[config.mk]
export PLATFORM = sky130hd
export DESIGN_NAME = mux_nx1_scan
export DESIGN_NICKNAME = d
export VERILOG_FILES = /design/src/rtl/mux_nx1_scan.sv
export SDC_FILE = /design/constraint.sdc
export NUM_CORES = 1
export LEC_CHECK = 0
export CAP_MARGIN = 40
export CELL_PAD_IN_SITES_DETAIL_PLACEMENT = 1
export CELL_PAD_IN_SITES_GLOBAL_PLACEMENT = 1
export CORE_AREA = 2 2 46 48
export DETAILED_ROUTE_END_ITERATION = 16
export DIE_AREA = 0 0 48 50
export PLACE_DENSITY = 0.77
export SLEW_MARGIN = 15
export SYNTH_ARGS = -nofsm -noshare
export SYNTH_HDL_FRONTEND = slang
export SYNTH_SLANG_ARGS = --single-unit
[constraint.sdc]
create_clock -name clk -period 6.1 [get_ports clk]
set_clock_uncertainty 0.05 [all_clocks]
set_input_delay 1.83 -clock clk [delete_from_list [all_inputs] [get_ports clk]]
set_output_delay 1.83 -clock clk [all_outputs]
set_load 0.02 [all_outputs]
[src/rtl/mux_nx1_scan.sv]
// N:1, W-bit registered multiplexer with a valid/ready output slot, manual or round-robin scan select.
// Optional channel masking is compiled in with `define MUX_CHMASK_EN.
module mux_nx1_scan #(
  parameter int N    = 5,
  parameter int W    = 1,
  // Derived from N; overriding it breaks the pointer arithmetic.
  parameter int SELW = $clog2(N)
) (
  input  logic              clk,
  input  logic              rst_n,
  input  logic [N*W-1:0]    i,
  input  logic [SELW-1:0]   s,
  input  logic              mode,
`ifdef MUX_CHMASK_EN
  input  logic [N-1:0]      ch_mask,
`endif
  input  logic              en,
  input  logic              y_ready,
  output logic [W-1:0]      y,
  output logic              y_valid,
  output logic [SELW-1:0]   ch,
  output logic              sel_err
);

  localparam logic [SELW:0] NMAX = (SELW+1)'(N);

  logic [W-1:0]    chan [N];
  logic [N-1:0]    ch_en;

  logic [W-1:0]    y_q, y_d;
  logic            y_valid_q, y_valid_d;
  logic [SELW-1:0] ch_q, ch_d;
  logic            sel_err_q, sel_err_d;
  logic [SELW-1:0] ptr_q, ptr_d;

  logic            slot_free;
  logic            manual_legal;
  logic            scan_found;
  logic [SELW-1:0] scan_sel;
  logic [SELW:0]   cand_sum;
  logic [SELW-1:0] cand;
  logic [SELW-1:0] sel;
  logic            legal;
  logic            capture;

  for (genvar k = 0; k < N; k++) begin : g_chan
    assign chan[k] = i[k*W +: W];
  end

`ifdef MUX_CHMASK_EN
  assign ch_en = ch_mask;
`else
  assign ch_en = '1;
`endif

  // Scan search: first enabled channel at or after ptr, wrapping past N-1.
  always_comb begin
    scan_found = 1'b0;
    scan_sel   = ptr_q;
    cand_sum   = '0;
    cand       = '0;
    for (int k = 0; k < N; k++) begin
      cand_sum = {1'b0, ptr_q} + (SELW+1)'(k);
      if (cand_sum >= NMAX) cand_sum = cand_sum - NMAX;
      cand = cand_sum[SELW-1:0];
      if (!scan_found && ch_en[cand]) begin
        scan_found = 1'b1;
        scan_sel   = cand;
      end
    end
  end

  always_comb begin
    y_d          = y_q;
    y_valid_d    = y_valid_q;
    ch_d         = ch_q;
    sel_err_d    = sel_err_q;
    ptr_d        = ptr_q;

    slot_free    = !y_valid_q || y_ready;
    manual_legal = ({1'b0, s} < NMAX) && ch_en[s];
    sel          = mode ? scan_sel : s;
    legal        = mode ? 1'b1 : manual_legal;
    capture      = en && slot_free && (mode ? scan_found : 1'b1);

    if (capture) begin
      y_d       = legal ? chan[sel] : '0;
      ch_d      = sel;
      sel_err_d = !legal;
      y_valid_d = 1'b1;
      if (mode) begin
        ptr_d = ({1'b0, scan_sel} == NMAX - 1'b1) ? '0 : scan_sel + 1'b1;
      end
    end else if (y_ready) begin
      y_valid_d = 1'b0;
    end
  end

  always_ff @(posedge clk) begin
    if (!rst_n) begin
      y_q       <= '0;
      y_valid_q <= 1'b0;
      ch_q      <= '0;
      sel_err_q <= 1'b0;
      ptr_q     <= '0;
    end else begin
      y_q       <= y_d;
      y_valid_q <= y_valid_d;
      ch_q      <= ch_d;
      sel_err_q <= sel_err_d;
      ptr_q     <= ptr_d;
    end
  end

  assign y       = y_q;
  assign y_valid = y_valid_q;
  assign ch      = ch_q;
  assign sel_err = sel_err_q;

endmodule

==> impl_metrics.json, run 1 <==
{
  "yosys_warnings": 0,
  "synth_top_area_share_pct": 29.6,
  "dieArea_mm2": 0.00240,
  "die_width_um": 48,
  "synth_nets": 88,
  "start_util_pct": 32.0,
  "netlist_instances": 71,
  "drtIter0Drc": 12,
  "synth_cell_types": 32,
  "synth_edf_count": 0,
  "numPortBuffers": 18,
  "wl_per_cell_um": 13.1,
  "power.density_mw_per_mm2": 181,
  "ys_ff_latch": 9,
  "crit_path_end_kind": "flop",
  "cts.clk_slew.worst_paths_ns": 0.07,
  "worstSetupPathType": "in -> reg",
  "synth_area_leader_cell": "dfxtp_1",
  "area_growth_pct": 36.3,
  "cts_buffers": 3,
  "min_period_over_period_pct": 56.4,
  "required_ns": 6.25,
  "critical_path.top_delay_family": "compound AO/OA/AOI/OAI gates",
  "grt_pass1_wl_um": 2640,
  "cp_max_fo": 7,
  "core_mm2": 0.00190,
  "timing.fmax_mhz": 291,
  "grt_usage_pct": 15.3,
  "hp-class": "reg -> reg",
  "vdd_drop_max_uv": 114,
  "cpPeakStageDelay_ns": 0.60,
  "crit_arrival_ns": 3.59,
  "status": "complete, no violations",
  "p_seq_share_pct": 42.6,
  "relSlewSlack_pct": 73.0,
  "grt_max_degree": 12,
  "fin_tns_setup_ns": 0,
  "drt_pass1_iterations": 4,
  "tightest_slew_ns": 0.400,
  "finalNonFillerCells": 117,
  "antenna_found_initial": 0,
  "cts_max_level": 1,
  "n_fill_cell": 234,
  "startpoint_type": "input pin",
  "cts_tree": "done",
  "synth_area_leaders": "dfxtp_1 (30%), ha_1 (8.2%), mux2i_1 (6.6%)",
  "crit_chain": "clkdlybuf4s50_1, inv_2, o41a_4, mux2i_1, mux2_1, o211ai_1",
  "num_vias": 567,
  "internal_power_uw": 107,
  "vias_per_cell": 4.85,
  "ys_seq_area_share_pct": 29.6,
  "swShare_pct": 29.1,
  "cts_hold_buf": 0,
  "num_rows": 16,
  "grt_pass1_vias": 605,
  "ant_nets": 0,
  "synthFlopType": "dfxtp_1",
  "synthArstFlopShare_pct": 0,
  "gp_congestion": 0.721,
  "cp.buffers_inverters": 2,
  "critPathSlowestCell": "clkdlybuf4s50_1",
  "cts_resized": 0,
  "min_period_ns": 3.44,
  "clock_latency_ns": 0.27,
  "grt_overflow": 0,
  "drc_errors": 0,
  "pwr-share-clk_pct": 32.8,
  "slew_violations": 0,
  "cts.sinks": 9,
  "cts_max_path_buffers": 2,
  "io_pins": 19,
  "dp_cells": 113,
  "die_h_um": 50,
  "netlist_area_um2": 609,
  "hold_viol": 0,
  "dp.final_hpwl_um": 1250,
  "cts_setup_buffers": 0,
  "wl_um": 1540,
  "total_leakage_power_nw": 0.338,
  "nNetsFinal": 108,
  "root_buffer": "clkbuf_4",
  "p_comb_share_pct": 24.6,
  "rsz0062_at_grt": "false",
  "p_switching_uw": 43.9,
  "num_antenna_cells": 0,
  "syn_area_per_cell_um2": 8.58,
  "setup_viol": 0,
  "drive_above_1_share_pct": 7.78,
  "maxCapViolCount": 0
}
[power groups by stage]
stage | sequential (mW) | clock [mW] | combinational (mW)
floorplan | 0.0681 | 0 | 0.0169
global placement | 0.0654 | 0 | 0.0360
detailed placement | 0.0654 | 0 | 0.0374
CTS | 0.0642 | 0.0491 | 0.0377
global route | 0.0645 | 0.0535 | 0.0414
finish | 0.0641 | 0.0494 | 0.0371
[logic make-up (layout without fill, tap and decap cells)]
logic type | count (synthesis) | in the layout | share of synthesized area (%)
and+or+nand+nor | 29 | 29 | 27.3
AOI/OAI and AO/OA | 15 | 15 | 19.7
DFF | 9 | 9 | 29.6
buffers and inverters | 9 | 28 | 6.78
muxes | 5 | 5 | 8.42
adders and majority gates | 4 | 4 | 8.21
[cell type report]
cell class	count	area, um2	area share, %
clock buffer	4	26.3	3.16
multi-input combinational	53	388	46.7
sequential	9	180	21.7
tap	27	33.8	4.07
timing repair buffer	18	180	21.7
inverter	6	22.5	2.71
[registers in the layout (all words and copies together) (netlist names)]
register / count
ch: 3
ptr_q: 3
sel_err: 1
y: 1
y_valid: 1
[cells in the mapped netlist (all sizes together), types with 2 or more instances]
library cell	instances
a21boi	3
and2	4
clkbuf	2
dfxtp	9
ha	4
inv	6
mux2i	4
nand2	7
nand2b	4
nand3	3
nand4	2
nor2	2
o211a	2
o21ai	5
[stage by stage]
| step | worst slack, ns | total power [mW] | util [%] | cell area, um2 | hold WS [ns] |
|---|---|---|---|---|---|
| after floorplan | 3.09 | 0.0851 | - | 609 | 0.433 |
| after global placement | 2.43 | 0.101 | 42.3 | 805 | 0.433 |
| after detailed placement | 2.35 | 0.103 | 42.3 | 805 | 0.439 |
| after CTS | 2.65 | 0.151 | 43.7 | 831 | 0.459 |
| after global routing | 2.60 | 0.159 | 43.7 | 831 | 0.488 |
| final | 2.66 | 0.151 | 43.7 | 831 | 0.457 |
[worst register-to-register path, stage by stage, from the launching register on]
cell and delay (ns):
dfxtp_1 0.43, inv_1 0.08, ha_1 0.29, and2_1 0.18
o41a_4 0.46, mux2i_1 0.13, mux2_1 0.30, o211ai_1 0.15
[per-layer routing]
| layer | vias up | share of wire (%) | global-route usage, % |
|---|---|---|---|
| met5 | - | 0 | 0 |
| met4 | 0 | 1.2 | 4.05 |
| met3 | 3 | 3.4 | 3.66 |
| met2 | 14 | 51 | 24.7 |
| met1 | 264 | 44 | 19.8 |
| li1 | 286 | - | - |
[cells in the final DEF (no fill, tap or decap), types with 2 or more instances in the layout]
cell | netlist | routed
a21boi_1 | 2 | 2
and2_1 | 4 | 4
clkbuf_4 | 0 | 3
clkdlybuf4s50_1 | 0 | 18
dfxtp_1 | 9 | 9
ha_1 | 4 | 4
inv_1 | 5 | 5
mux2i_1 | 4 | 4
nand2_1 | 7 | 7
nand2b_1 | 4 | 4
nand3_1 | 3 | 3
nand4_1 | 2 | 2
nor2_1 | 2 | 2
o211a_1 | 2 | 2
o21ai_0 | 2 | 2
o21ai_1 | 2 | 2
[worst paths after layout]
kind,startpoint,to,slack (ns),cells past startpoint
worst max register to register,ptr_q[0],y,3.96,7
worst max-delay path,mode,y,2.66,6
worst min-delay path,ch[1],ch[1],0.46,1
worst min register to register,ch[1],ch[1],0.46,1
Note: power is estimated with default switching activity, not from simulation.
==> run 2, diff against run 1 <==
Settings changed: CORE_AREA 2 2 46 48 to 2 2 49 51, DIE_AREA 0 0 48 50 to 0 0 51 53, PLACE_DENSITY 0.77 to 0.72.
Clock period 6.1 ns to 3 ns, I/O delays scaled along.
==> impl_metrics.json, run 2 (synthesis gave the netlist of run 1 again) <==
{
  "hp-class": "reg -> reg",
  "vdd_drop_max_uv": 177,
  "clock_latency_ns": 0.26,
  "cts_resized": 0,
  "cts_setup_buffers": 0,
  "fin_tns_setup_ns": 0,
  "cts_tree": "done",
  "antenna_found_initial": 0,
  "cp_max_fo": 4,
  "final_cell_mix": "clkdlybuf4s50_1 (18), dfxtp_1 (9), nand2_1 (7), inv_1 (5)",
  "grt.met1_usage_pct": 16.1,
  "setup_viol": 0,
  "num_vias": 561,
  "ant_nets": 0,
  "num_rows": 17,
  "relSlewSlack_pct": 72.6,
  "hold_viol": 0,
  "drtIter0Drc": 4,
  "root_buffer": "clkbuf_4",
  "dp.final_hpwl_um": 1230,
  "start_util_pct": 28.4,
  "required_ns": 3.13,
  "grt_max_degree": 12,
  "crit_arrival_ns": 2.52,
  "tightest_slew_ns": 0.407,
  "grt_pass1_wl_um": 2590,
  "utilization_pct": 39.1,
  "area_growth_pct": 38.0,
  "slew_violations": 0,
  "grt_use_met3_pct": 2.82,
  "nNetsFinal": 109,
  "drive_above_1_share_pct": 9.89,
  "io_pins": 19,
  "grt-busiest-layer": "met2",
  "wl_um": 1490,
  "drt_pass1_iterations": 4,
  "cts.clk_slew.worst_paths_ns": 0.06,
  "dieArea_mm2": 0.00270,
  "timing.fmax_mhz": 418,
  "maxCapViolCount": 0,
  "min_period_ns": 2.39,
  "worstSetupPathType": "in -> reg",
  "startpoint_type": "input pin",
  "gp_congestion": 0.813,
  "drc_errors": 0,
  "grt_usage_pct": 13.0,
  "total_leakage_power_nw": 0.345,
  "crit_path_end_kind": "flop",
  "cts_max_path_buffers": 2,
  "power.density_mw_per_mm2": 357,
  "cts_hold_buf": 0,
  "rsz0062_at_grt": "false",
  "cts_buffers": 3,
  "cts_max_level": 1,
  "core_mm2": 0.00215,
  "met2_usage_pct": 21.6,
  "grt_overflow": 0,
  "die_h_um": 53,
  "final_common_cell": "clkdlybuf4s50_1",
  "num_antenna_cells": 0,
  "status": "complete, no violations",
  "numPortBuffers": 18,
  "vias_per_cell": 4.71,
  "die_width_um": 51,
  "min_period_over_period_pct": 79.8,
  "wl_per_cell_um": 12.5,
  "grt_pass1_vias": 587,
  "cts.sinks": 9
}
run 2: cell count changes in the layout (fill, tap and decap cells not counted):
| cell | change |
|---|---|
| clkbuf_1 | -1 |
| buf_4 | +1 |
| clkinv_2 | +1 |
run 2: final cells by class:
type | instances | area, um2
fill | 255 | 1310
multi-input combinational | 53 | 388
timing repair buffer | 19 | 188
sequential | 9 | 180
tap | 28 | 35.0
clock buffer | 3 | 22.5
inverter | 6 | 22.5
clock inverter | 1 | 5.00
run 2: final timing paths:
path	from	end	slack (ns)	depth (start not counted)
worst min-delay path	ch[1]	ch[1]	0.45	1
worst min register to register	ch[1]	ch[1]	0.45	1
worst max-delay path	mode	y	0.61	6
worst max register to register	ptr_q[1]	y	0.88	7
run 2: power by group:
| part | switching (mW) | internal, mW | leakage [nW] |
|---|---|---|---|
| clock | 0.0456 | 0.0491 | 0.0177 |
| sequential | 0.00491 | 0.126 | 0.0738 |
| combinational | 0.0345 | 0.0406 | 0.254 |
| total | 0.0850 | 0.215 | 0.345 |
run 2: worst max-delay path, stage by stage:
cell and delay, ns:
clkdlybuf4s50_1 0.51, inv_2 0.04, o41a_4 0.51, mux2i_1 0.13
mux2_1 0.29, o211ai_1 0.15
run 2: stage by stage:
step | instances | worst slack (ns) | area (um2) | power [mW] | hold slack [ns]
2_1_floorplan | 71 | 0.924 | 609 | 0.173 | 0.433
3_3_place_gp | 115 | 0.365 | 813 | 0.208 | 0.433
3_5_place_dp | 115 | 0.312 | 813 | 0.209 | 0.443
4_1_cts | 119 | 0.595 | 841 | 0.307 | 0.461
5_1_grt | 119 | 0.557 | 841 | 0.324 | 0.474
6_report | 119 | 0.606 | 841 | 0.300 | 0.455
run 2: metal layers:
metal / up-vias / share of wire (%)
met3: 2 / 3.4
met1: 259 / 46
li1: 288 / -
met5: - / 0
met4: 0 / 0.60
met2: 12 / 49
==> run 3, diff against run 2 <==
Clock period 3 ns to 2.2 ns, I/O delays scaled along.
==> impl_metrics.json, run 3 (synthesis gave the netlist of run 1 again) <==
{
  "status": "complete, no violations",
  "area_growth_pct": 43.9,
  "ant_nets": 0,
  "cts_max_level": 1,
  "startpoint_type": "input pin",
  "setup_viol": 0,
  "maxCapViolCount": 0,
  "required_ns": 2.34,
  "worstSetupPathType": "in -> reg",
  "wl_per_cell_um": 12.7,
  "die_width_um": 51,
  "worst_slack_ns": 0.0457,
  "num_vias": 592,
  "grt_max_degree": 9,
  "drtIter0Drc": 4,
  "hold_viol": 0,
  "place_area_um2": 851,
  "hp-class": "reg -> reg",
  "drt_pass1_iterations": 3,
  "core_mm2": 0.00215,
  "grt_overflow": 0,
  "grt_pass1_vias": 612,
  "cts_buffers": 3,
  "vias_per_cell": 4.77,
  "cp_max_fo": 3,
  "grt_usage_pct": 13.5,
  "slew_violations": 0,
  "rsz0062_at_grt": "false",
  "tightest_slew_ns": 0.371,
  "vdd_drop_max_uv": 274,
  "num_rows": 17,
  "cts_tree": "done",
  "dp_cells": 120,
  "crit_arrival_ns": 2.30,
  "num_antenna_cells": 0,
  "drive_above_1_share_pct": 13.5,
  "fin_tns_setup_ns": 0,
  "cts.clk_slew.worst_paths_ns": 0.07,
  "gp_congestion": 0.803,
  "cts_resized": 0,
  "drc_errors": 0,
  "clock_latency_ns": 0.27,
  "crit_path_end_kind": "flop",
  "grt_pass1_wl_um": 2690,
  "numPortBuffers": 18,
  "fin_hold_ws_ns": 0.455,
  "fin_area_um2": 877,
  "total_leakage_power_nw": 0.367,
  "start_util_pct": 28.4,
  "antenna_found_initial": 0,
  "min_period_ns": 2.15,
  "power.total_uw": 428,
  "finalNonFillerCells": 124,
  "min_period_over_period_pct": 97.9,
  "die_h_um": 53,
  "cts.sinks": 9,
  "dieArea_mm2": 0.00270,
  "pre_cts_slack_ns": -0.234,
  "power.density_mw_per_mm2": 488,
  "relSlewSlack_pct": 75.0,
  "final_common_cell": "clkdlybuf4s50_1",
  "cts_hold_buf": 0,
  "dp.final_hpwl_um": 1260,
  "nNetsFinal": 114,
  "cts_setup_buffers": 0,
  "utilization_pct": 40.8,
  "timing.fmax_mhz": 464,
  "final_cell_mix": "clkdlybuf4s50_1 (18), dfxtp_1 (9), nand2_1 (7), buf_4 (6), inv_1 (5)",
  "root_buffer": "clkbuf_4",
  "wl_um": 1580,
  "io_pins": 19,
  "cts_max_path_buffers": 2
}
==> run 3: changes by cell type in the layout (fill, tap and decap cells not counted), sizes merged <==
cell,before,now
clkbuf,3,4
clkinv,1,0
buf,1,6
==> run 3: path summary, 6_finish.rpt <==
| kind | from | slack (ns) | to | cells past startpoint |
|---|---|---|---|---|
| worst min register to register | ch[1] | 0.45 | ch[1] | 1 |
| worst max-delay path | mode | 0.05 | y | 6 |
| worst min-delay path | ch[1] | 0.45 | ch[1] | 1 |
| worst max register to register | ptr_q[1] | 0.21 | ptr_q[0] | 8 |
==> run 3: worst max-delay path: stages <==
cell,delay [ns]
clkdlybuf4s50_1,0.52
inv_2,0.05
o41a_4,0.50
mux2i_1,0.13
mux2_1,0.29
o211ai_1,0.14
==> run 3: report_power, final <==
part,leakage [nW],switching (mW),internal [mW]
registers,0.0738,0.00463,0.171
clock network,0.0150,0.0685,0.0702
logic,0.278,0.0518,0.0614
total,0.367,0.125,0.303
==> run 3: layer usage <==
metal	vias to the layer above	part of all wire (%)	wire length, um	global-route usage, %
li1	296	-	-	-
met1	282	45	713	16.4
met2	12	51	811	24.0
met3	2	2.4	38	2.54
met4	0	1.1	17	4.05
met5	-	0	0	0
==> run 3: final cells by class <==
type,count,area [um2]
clock buffers,4,26.3
fillers,261,1270
inverters,6,22.5
multi-input cells,53,388
flip-flops and latches,9,180
well taps,28,35.0
repair buffers,24,225
